## config.mk

```make
export PLATFORM = sky130hd
export DESIGN_NAME = trap_ctrl
export DESIGN_NICKNAME = d
export VERILOG_FILES = /design/src/rtl/trap_ctrl.sv
export SDC_FILE = /design/constraint.sdc
export NUM_CORES = 1
export LEC_CHECK = 0
export CORE_AREA = 2 2 190 192
export CTS_CLUSTER_DIAMETER = 50
export DETAILED_ROUTE_END_ITERATION = 10
export DIE_AREA = 0 0 192 194
export GPL_TIMING_DRIVEN = 0
export REMOVE_ABC_BUFFERS = 1
export SYNTH_ARGS = -nofsm -noshare
export SYNTH_HDL_FRONTEND = slang
export SYNTH_SLANG_ARGS = --single-unit
```

## constraint.sdc

```tcl
create_clock -name clk -period 2.2 [get_ports clk]
set_input_delay 0.44 -clock clk [delete_from_list [all_inputs] [get_ports clk]]
set_output_delay 0.44 -clock clk [all_outputs]
set_load 0.02 [all_outputs]
```

## src/rtl/trap_ctrl.sv

```systemverilog
// ---------------------------------------------------------------------------
// trap_ctrl
//
// Machine-mode trap sequencer. It watches the committing instruction for
// ecall / ebreak / mret and (optionally) a pending machine timer interrupt.
// It then drives:
//   - a one-cycle CSR update strobe (mcause/mepc on trap, return on mret),
//   - a PC redirect handshake towards the fetch unit,
//   - a commit stall for as long as a sequence is in flight.
//
// Parameters
//   XLEN   data / address width
//   CNT_W  width of the trap counter
//
// Ports
//   clk, rst                     clock, asynchronous active-low reset
//   inst_valid                   an instruction commits this cycle
//   inst_ecall/ebreak/mret       decode of the committing instruction
//   inst_addr, inst_nxt_pc       PC of that instruction / of the next one
//   mstatus_mie, mie_mtie        interrupt enable bits
//   clint_mtip                   timer interrupt pending level
//   mtvec, mepc                  current CSR values
//   bus_busy                     AXI data transaction outstanding
//   csr_trap_we, csr_ret_we      one-cycle CSR update strobes
//   trap_cause, trap_epc         mcause / mepc values, valid with csr_trap_we
//   redirect_valid/ready/pc      PC redirect handshake
//   stall                        freezes commit while a sequence is active
//   trap_cnt                     number of traps taken (wraps)
//
// Configuration macro
//   TRAP_CTRL_TIMER_IRQ_EN  when defined, the timer interrupt path (including
//                           waiting for the data bus to drain) is built.
//                           Otherwise the interrupt inputs and bus_busy are
//                           ignored and only synchronous events are handled.
// ---------------------------------------------------------------------------
module trap_ctrl #(
    parameter int XLEN  = 64,
    parameter int CNT_W = 32
) (
    input  logic             clk,
    input  logic             rst,
    input  logic             inst_valid,
    input  logic             inst_ecall,
    input  logic             inst_ebreak,
    input  logic             inst_mret,
    input  logic [XLEN-1:0]  inst_addr,
    input  logic [XLEN-1:0]  inst_nxt_pc,
    input  logic             mstatus_mie,
    input  logic             mie_mtie,
    input  logic             clint_mtip,
    input  logic [XLEN-1:0]  mtvec,
    input  logic [XLEN-1:0]  mepc,
    input  logic             bus_busy,
    output logic             csr_trap_we,
    output logic             csr_ret_we,
    output logic [XLEN-1:0]  trap_cause,
    output logic [XLEN-1:0]  trap_epc,
    output logic             redirect_valid,
    input  logic             redirect_ready,
    output logic [XLEN-1:0]  redirect_pc,
    output logic             stall,
    output logic [CNT_W-1:0] trap_cnt
);

    localparam logic [XLEN-1:0] CAUSE_ECALL  = XLEN'(11);
    localparam logic [XLEN-1:0] CAUSE_EBREAK = XLEN'(3);
    // Interrupt bit in the MSB, exception code 7 (machine timer).
    localparam logic [XLEN-1:0] CAUSE_TIMER  = {1'b1, {(XLEN-4){1'b0}}, 3'd7};

    typedef enum logic [2:0] {
        IDLE,
        WAIT_BUS,
        TRAP,
        RET,
        REDIRECT
    } state_t;

    state_t state;
    logic   irq_pend;
    logic   bus_hold;

`ifdef TRAP_CTRL_TIMER_IRQ_EN
    assign irq_pend = clint_mtip & mstatus_mie & mie_mtie;
    assign bus_hold = bus_busy;
`else
    // Without the interrupt path nothing can ever wait for the bus, so these
    // inputs are deliberately left unconnected to any logic.
    logic unused_irq_inputs;
    assign unused_irq_inputs = &{1'b0, clint_mtip, mstatus_mie, mie_mtie, bus_busy};
    assign irq_pend = 1'b0;
    assign bus_hold = 1'b0;
`endif

    // Single sequencer: every output is a register updated together with the
    // state, so the strobes line up exactly with the TRAP / RET cycles and
    // stall mirrors "state != IDLE" without a combinational path.
    // Once a timer interrupt is accepted its cause/epc are latched, so the
    // pending level dropping while waiting for the bus does not cancel it.
    always_ff @(posedge clk or negedge rst) begin
        if (!rst) begin
            state          <= IDLE;
            trap_cnt       <= '0;
            csr_trap_we    <= 1'b0;
            csr_ret_we     <= 1'b0;
            redirect_valid <= 1'b0;
            stall          <= 1'b0;
            trap_cause     <= '0;
            trap_epc       <= '0;
            redirect_pc    <= '0;
        end else begin
            csr_trap_we <= 1'b0;
            csr_ret_we  <= 1'b0;
            case (state)
                IDLE: begin
                    if (inst_valid) begin
                        if (inst_ecall) begin
                            trap_cause  <= CAUSE_ECALL;
                            trap_epc    <= inst_addr;
                            csr_trap_we <= 1'b1;
                            stall       <= 1'b1;
                            state       <= TRAP;
                        end else if (inst_ebreak) begin
                            trap_cause  <= CAUSE_EBREAK;
                            trap_epc    <= inst_addr;
                            csr_trap_we <= 1'b1;
                            stall       <= 1'b1;
                            state       <= TRAP;
                        end else if (inst_mret) begin
                            csr_ret_we  <= 1'b1;
                            stall       <= 1'b1;
                            state       <= RET;
                        end else if (irq_pend) begin
                            trap_cause  <= CAUSE_TIMER;
                            trap_epc    <= inst_nxt_pc;
                            stall       <= 1'b1;
                            if (bus_hold) begin
                                state       <= WAIT_BUS;
                            end else begin
                                csr_trap_we <= 1'b1;
                                state       <= TRAP;
                            end
                        end
                    end
                end
                WAIT_BUS: begin
                    if (!bus_hold) begin
                        csr_trap_we <= 1'b1;
                        state       <= TRAP;
                    end
                end
                TRAP: begin
                    redirect_pc    <= mtvec;
                    redirect_valid <= 1'b1;
                    trap_cnt       <= trap_cnt + CNT_W'(1);
                    state          <= REDIRECT;
                end
                RET: begin
                    redirect_pc    <= mepc;
                    redirect_valid <= 1'b1;
                    state          <= REDIRECT;
                end
                REDIRECT: begin
                    if (redirect_ready) begin
                        redirect_valid <= 1'b0;
                        stall          <= 1'b0;
                        state          <= IDLE;
                    end
                end
                default: begin
                    redirect_valid <= 1'b0;
                    stall          <= 1'b0;
                    state          <= IDLE;
                end
            endcase
        end
    end

endmodule

```

**After elaboration in Yosys (flattened, before gate mapping)**

Index checks and enable logic that the tools add are counted.

- Bits in registers: 231
- Output and inout bits: 228
- Logic and storage cells: 56

- $add $sub $neg: 1
- Equal/unequal tests: 7
- Muxes and demuxes: 27
- Bitwise operators: 2
- Reductions and logical operators: 10

Operators by type and width:

| cell | number |
|---|---|
| 64-bit 2-to-1 mux | 4 |
| 64-bit case mux with 2 select lines | 1 |
| 32-bit by 1-bit adder with 32-bit output, second input constant | 1 |
| 3-bit 2-to-1 mux | 5 |
| 1-bit 2-to-1 mux | 13 |
| 3-bit case mux with 4 select lines | 1 |
| 3-bit by 2-bit == test with 1-bit output, second input constant | 2 |
| 1-bit case mux with 3 select lines | 2 |
| 3-bit AND reduction | 2 |
| 2-bit != test, second input constant | 2 |
| 4-bit != test, second input constant | 1 |
| 4-bit AND reduction | 1 |
| 2-bit nonzero test | 2 |
| 2-bit OR reduction | 2 |
| 3-bit by 1-bit == test with 1-bit output, second input constant | 1 |
| 3-bit == test, second input constant | 1 |
| 3-bit logical NOT | 1 |
| 3-bit OR reduction | 1 |
| 1-bit NOT | 2 |
| 1-bit case mux with 2 select lines | 1 |
| 2-bit AND reduction | 1 |

**Longest topological paths before layout**

Gate-level depths: netlist of the first run.

- Depth in word-level cells: 5
- Depth in mapped cells: 6
- Depth with buffers taken out: 4

**Worst setup path after synthesis of the first run**

OpenSTA, ideal clock, no wires.

- Kind: flip-flop to flip-flop
- Start: register state[0]
- End: register trap_epc[0]
- Setup time: 0.125 ns
- Data arrival time: 1.568 ns
- Path slack: 0.507 ns
- Stages on the path, launching flop included: 7
- Buffers on the path: 3
- Cell sequence: dfrtp_1 -> buf_2 -> nor4b_2 -> and2b_1 -> buf_4 -> buf_4 -> mux2_2

- Word-level cells in the longest chain between the ends: 2

Ends and longest elaborated chain:

| what | RTL line | text |
|---|---|---|
| start, declared | 78 | `state_t state;` |
| start signal, assigned | 101 | `state <= IDLE;` |
| start signal, assigned | 121 | `state <= TRAP;` |
| start signal, assigned | 127 | `state <= TRAP;` |
| 3-bit logical NOT | 113 | `case (state)` |
| 3-bit AND reduction (no source line) | -- |  |
| end signal, assigned | 118 | `trap_epc <= inst_addr;` |
| end signal, assigned | 124 | `trap_epc <= inst_addr;` |
| end signal, assigned | 134 | `trap_epc <= inst_nxt_pc;` |
| end, declared | 57 | `output logic [XLEN-1:0] trap_epc,` |

Every way passes these cells.
A chain may end at the register's enable or synchronous reset.

**Worst setup path after layout of the first run**

- Start: register state[0]
- End: register trap_epc[13]

The elaborated chain is that of the path after synthesis.

==> results.tsv, run 1 <==
metric	value	unit
status	finished, final reports clean	
hpwl	15800	um
synth.avg_cell_area	11.9	sq um
p_per_area	1220	nW/um^2
synth_warnings	0	
io_buffer_count	365	
first_pass_iters	4	
grt_overflow	0	
fin_ws	0.183	ns
grt_pass1_wl	31400	um
drive_gt1_share	10.5	%
vdd_drop_max	0.000558	V
finalMaxSlewViolations	0	
hold_viol	0	
grtUsageTotal	11.1	%
hold_class	flip-flop to flip-flop	
slew_headroom	56.8	%
start_util	21.5	%
p_leak	5.03	nW
period_needed	2.02	ns
cp.arrival	2.33	ns
clockBufferDepth	2	
critical_path_class	flip-flop to flip-flop	
cts.htree.levels	4	
synthCells	637	
die_area	37200	sq um
cts_buffers	17	
nNetsFinal	1262	
viasPerCell	3.92	
final_util	34.5	%
final.setup.tns	0	ns
path_max_fanout	60	
gp_congestion	0.732	
final.period_utilization	91.7	%
fin_skew	0.00977	ns
antenna_found_initial	0	
syn-cell-area	7580	sq um
grt_pass1_vias	5648	
die_w	192	um
intPower	0.00950	W
seq_power_share	34.3	%
clk_pin_slew_worst_paths	0.07	ns
critical_path.startpoint_type	flip-flop	
vias	5750	
core_area	35200	sq um
cp.required	2.51	ns
ys_ff_latch	169	
pwr-share-clk	20.3	%
drc	0	
power_frac_comb	45.5	%
max_freq	0.496	GHz
drtIter0Drc	137	
pre_cts_ws	-0.292	ns
cts_tree	built	
rsz0062_at_grt	false	
tightest_slew	0.649	ns
dieHeight	194	um
grt_start_max_net_pins	102	
ant_nets	0	
fillCellCount	3544	
rows	69	
maxCapViolCount	0	
clk_latency	0.43	ns
cts_sinks	169	
seq_area_frac_synth	55.8	%
synth.distinct_cells	37	
wl	20900	um
p_sw	0.00534	W
n_antenna_cell	0	
hold_ws	0.473	ns
wl_per_cell	14.2	um
p_sw_share	36.0	%
finalSetupViolCount	0	
area_growth	60.3	%
io_pins	495	
clock-root-buffer	clkbuf_16	
endpoint_kind	flip-flop	
-- worst paths after layout --
check | slack (ns) | depth (start not counted) | from | endpoint
min reg2reg | 0.47 | 1 | trap_cnt[31] | trap_cnt[31]
max reg2reg | 0.18 | 4 | state[0] | trap_epc[13]
max | 0.18 | 4 | state[0] | trap_epc[13]
max in group asynchronous | 0.74 | 3 | rst | trap_cause[3]
min | 0.47 | 1 | trap_cnt[31] | trap_cnt[31]
min in group asynchronous | 0.58 | 2 | rst | trap_epc[26]
-- timing repair --
item / CTS / global route
hold endpoints to repair: 13 / 0
setup endpoints to repair: 0 / 61
setup buffers: 0 / 1
hold buffers: 1 / 0
resized for setup: 0 / 1
-- cell families (layout without fill, tap and decap cells) --
| family | Yosys count | count (layout) | share of synthesized area (%) |
|---|---|---|---|
| xor gates and xnor gates | 31 | 31 | 3.58 |
| AOI/OAI and AO/OA | 70 | 70 | 4.79 |
| buffers and inverters | 98 | 407 | 8.39 |
| and+or+nand+nor | 137 | 137 | 8.95 |
| adders and majority gates | 1 | 1 | 0.165 |
| muxes | 130 | 130 | 18.3 |
| DFF | 169 | 169 | 55.8 |
| other | 1 | 61 | 0.0495 |
-- worst max-delay path, cell delays in order (launching register included) --
cell	delay, ns
dfrtp_4	0.60
nor4b_2	0.32
and2b_4	0.27
buf_16	0.29
mux2_2	0.38
-- power groups by stage --
stage                     sequential (W)  combinational (W)  clock, W
after global placement           0.00513            0.00678         0
after detailed placement         0.00515            0.00684         0
after global routing             0.00527            0.00725   0.00326
after CTS                        0.00511            0.00684   0.00314
after floorplan                  0.00667            0.00169         0
final                            0.00509            0.00675   0.00301
-- cell usage after synthesis, drive strengths merged --
| cell | number | area (sq um) |
|---|---|---|
| buf | 84 | 583 |
| mux2i | 64 | 641 |
| ha | 1 | 12.5 |
| and4 | 3 | 26.3 |
| o31a | 1 | 8.76 |
| a21oi | 1 | 5.00 |
| nor4 | 11 | 87.6 |
| and4b | 1 | 10.0 |
| xnor2 | 10 | 87.6 |
| xor2 | 21 | 184 |
| nand4 | 2 | 18.8 |
| and2b | 1 | 7.51 |
| inv | 5 | 18.8 |
| a21o | 1 | 7.51 |
| and3 | 10 | 62.6 |
| mux2 | 66 | 743 |
| and4bb | 1 | 12.5 |
| dfrtp | 169 | 4230 |
| o21a | 1 | 7.51 |
| or2 | 1 | 6.26 |
| o22a | 1 | 8.76 |
| nor4b | 1 | 15.0 |
| nand3 | 12 | 65.1 |
| nand2 | 78 | 293 |
| nor3 | 9 | 45.0 |
| nor2 | 6 | 22.5 |
| clkbuf | 9 | 33.8 |
| nand2b | 1 | 6.26 |
| conb | 1 | 3.75 |
| o21ai | 65 | 325 |
-- stage by stage --
stage	std cells	total power, W	area [sq um]
final	1467	0.0148	12100
after global routing	1467	0.0158	12100
after floorplan	604	0.00836	7190
after detailed placement	1434	0.0120	11500
after global placement	1430	0.0119	11400
after CTS	1466	0.0151	12100
-- final cells by class --
type / instances / area (sq um) / area share, %
Inverter: 5 / 18.8 / 0.154
Sequential cell: 169 / 4230 / 34.8
Tap cell: 461 / 577 / 4.75
Multi-Input combinational cell: 430 / 2960 / 24.3
Clock buffer: 21 / 460 / 3.79
Timing Repair Buffer: 371 / 3790 / 31.2
Clock inverter: 10 / 119 / 0.978
-- state kept, by name, indices dropped and copies added, names as in the netlist --
register,flops
csr_trap_we,1
redirect_pc,64
csr_ret_we,1
redirect_valid,1
stall,1
trap_cnt,32
trap_epc,64
trap_cause,2
state,3
-- per-layer routing --
metal  share of wire [%]  vias to the layer above  global-route usage, %
li1                    -                     2778                      -
met1                  40                     2673                   12.6
met2                  47                      285                   18.3
met3                  12                       14                   5.07
met4                 1.3                        0                   3.76
met5                   0                        -                      0
-- layout by cell type (no fill, tap or decap), types with 4 or more instances in the layout --
cell type,netlist,layout
mux2_2,60,60
clkbuf_16,0,17
buf_16,0,4
nor3_1,9,9
nand2_1,78,78
mux2_1,6,6
xor2_1,21,21
dfrtp_1,169,168
conb_1,1,61
and3_1,10,10
inv_1,5,5
clkdlybuf4s50_1,0,364
mux2i_1,64,64
xnor2_1,10,10
nor4_1,8,8
o21ai_0,65,65
nor2_1,6,6
nand3_1,11,11
(Power assumes the default switching activity.)
==> run 2: changes to the inputs <==
Settings changed: SLEW_MARGIN set to 20.
==> results.tsv, run 2 (synthesis gave the netlist of run 1 again) <==
metric	value	unit	change
grtUsageTotal	11.6	%	+0.51 points
vias	5784		+0.59%
grt_overflow	0		unchanged
first_pass_iters	4		unchanged
vdd_drop_max	0.000567	V	+1.6%
path_max_fanout	26		-57%
final.period_utilization	93.6	%	+1.9 points
fin_ws	0.141	ns	-0.0419 ns
clockBufferDepth	2		unchanged
area_growth	61.2	%	
cp_cell_sequence	and4bb_2 -> nand2_1 -> nor4_1 -> xor2_1		
cp.arrival	2.42	ns	+0.09 ns
grt_pass1_wl	32400	um	+3.2%
final_common_cell	clkdlybuf4s50_1		
critical_path.startpoint_type	flip-flop		
start_util	21.5	%	unchanged
slew_headroom	56.2	%	-0.60 points
p_leak	5.06	nW	+0.57%
rows	69		unchanged
drive_gt1_share	11.2	%	+0.63 points
hold_class	flip-flop to flip-flop		
max_freq	0.486	GHz	-2.0%
gp_congestion	0.732		unchanged
max_stage_delay	0.67	ns	+0.07 ns
ant_nets	0		unchanged
cts_buffers	17		unchanged
io_buffer_count	365		unchanged
finalMaxSlewViolations	0		unchanged
maxCapViolCount	0		unchanged
finalSetupViolCount	0		unchanged
io_pins	495		unchanged
hpwl	15800	um	+0.10%
drtIter0Drc	119		-13%
grt_start_max_net_pins	89		-13%
crit_path_top_delay_cell	dfrtp_4		
cts_sinks	169		unchanged
grt_pass1_vias	5682		+0.60%
wl_per_cell	14.7	um	+3.7%
final_cell_mix	clkdlybuf4s50_1, dfrtp_1, nand2_1, o21ai_0, mux2i_1		
period_needed	2.06	ns	+0.0419 ns
p_per_area	1220	nW/um^2	-0.28%
dieHeight	194	um	unchanged
die_area	37200	sq um	unchanged
viasPerCell	3.93		+0.18%
rsz0062_at_grt	false		
wl	21700	um	+4.1%
hold_viol	0		unchanged
core_area	35200	sq um	unchanged
nNetsFinal	1268		+0.48%
critical_path_class	flip-flop to flip-flop		
clock-root-buffer	clkbuf_16		
drc	0		unchanged
n_antenna_cell	0		unchanged
clk_pin_slew_worst_paths	0.06	ns	about the same
cp.required	2.56	ns	+0.05 ns
clk_latency	0.44	ns	about the same
endpoint_kind	flip-flop		
ff2ff_setup_slack	0.14	ns	-0.04 ns
cts.htree.levels	4		unchanged
hold_ws	0.467	ns	-0.00601 ns
tightest_slew	0.658	ns	+0.00900 ns
die_w	192	um	unchanged
antenna_found_initial	1		+1
cts_tree	built		
pre_cts_ws	-0.511	ns	-0.219 ns
fin_skew	0.00838	ns	-0.00139 ns
status	finished, final reports clean		
largestRegisters	redirect_pc x64, trap_epc x64, trap_cnt x32		
run 2: repair_timing:
| item | 4_1_cts | 5_1_grt |
|---|---|---|
| pin swaps | 1 | 0 |
| hold buffers | 1 | 0 |
| endpoints found under the hold margin | 16 | 0 |
| resized for setup | 4 | 1 |
| cloned | 1 | 0 |
| buffers inserted | 6 | 0 |
| setup endpoints to repair | 67 | 1 |
run 2: final timing paths:
path                               from       endpoint  depth (start not counted)
max                            state[0]   trap_cnt[29]                          4
min                        trap_cnt[31]   trap_cnt[31]                          1
max reg2reg                    state[0]   trap_cnt[29]                          4
min reg2reg                trap_cnt[31]   trap_cnt[31]                          1
max in group asynchronous           rst  trap_cause[3]                          3
min in group asynchronous           rst   trap_epc[26]                          2
run 2: layer usage:
metal / track usage, % / wire (um) / up-vias
li1: - / - / 2787
met1: 13.3 / 8810 / 2698
met2: 19.0 / 10300 / 281
met3: 4.60 / 2250 / 18
met4: 4.89 / 385 / 0
met5: 0 / 0 / -
run 2: where the power goes:
part | switching, W | total [W] | internal (W)
sequential | 0.000714 | 0.00510 | 0.00438
combinational | 0.00341 | 0.00686 | 0.00345
clock | 0.00128 | 0.00292 | 0.00165
run 2: critical path: cells and delay by family, from the launching register on:
| family | cells | cell delay (ns) |
|---|---|---|
| DFF | 1 | 0.67 |
| and+or+nand+nor | 3 | 1.13 |
| xor gates and xnor gates | 1 | 0.18 |
run 2: final cells by class:
type	count	area (sq um)
well taps	461	577
repair buffers	376	3840
inverters	5	18.8
multi-input cells	431	2980
fillers	3561	23000
flip-flops and latches	169	4230
clock inverters	9	91.3
clock buffers	22	474
run 2: stage by stage:
step / util (%) / instances / power [W] / area, sq um / setup TNS, ns
floorplan: - / 604 / 0.00836 / 7190 / -208.51
global placement: 32.4 / 1430 / 0.0119 / 11400 / -1547.42
detailed placement: 32.8 / 1434 / 0.0120 / 11500 / -24.26
CTS: 34.7 / 1473 / 0.0152 / 12200 / 0
global route: 34.7 / 1473 / 0.0159 / 12200 / 0
finish: 34.7 / 1473 / 0.0149 / 12200 / 0
==> run 3: changes to the inputs <==
Settings changed: SKIP_LAST_GASP set to 1.
==> results of run 3 <==
Final layout, timing and power as in run 2 (identical DEF).
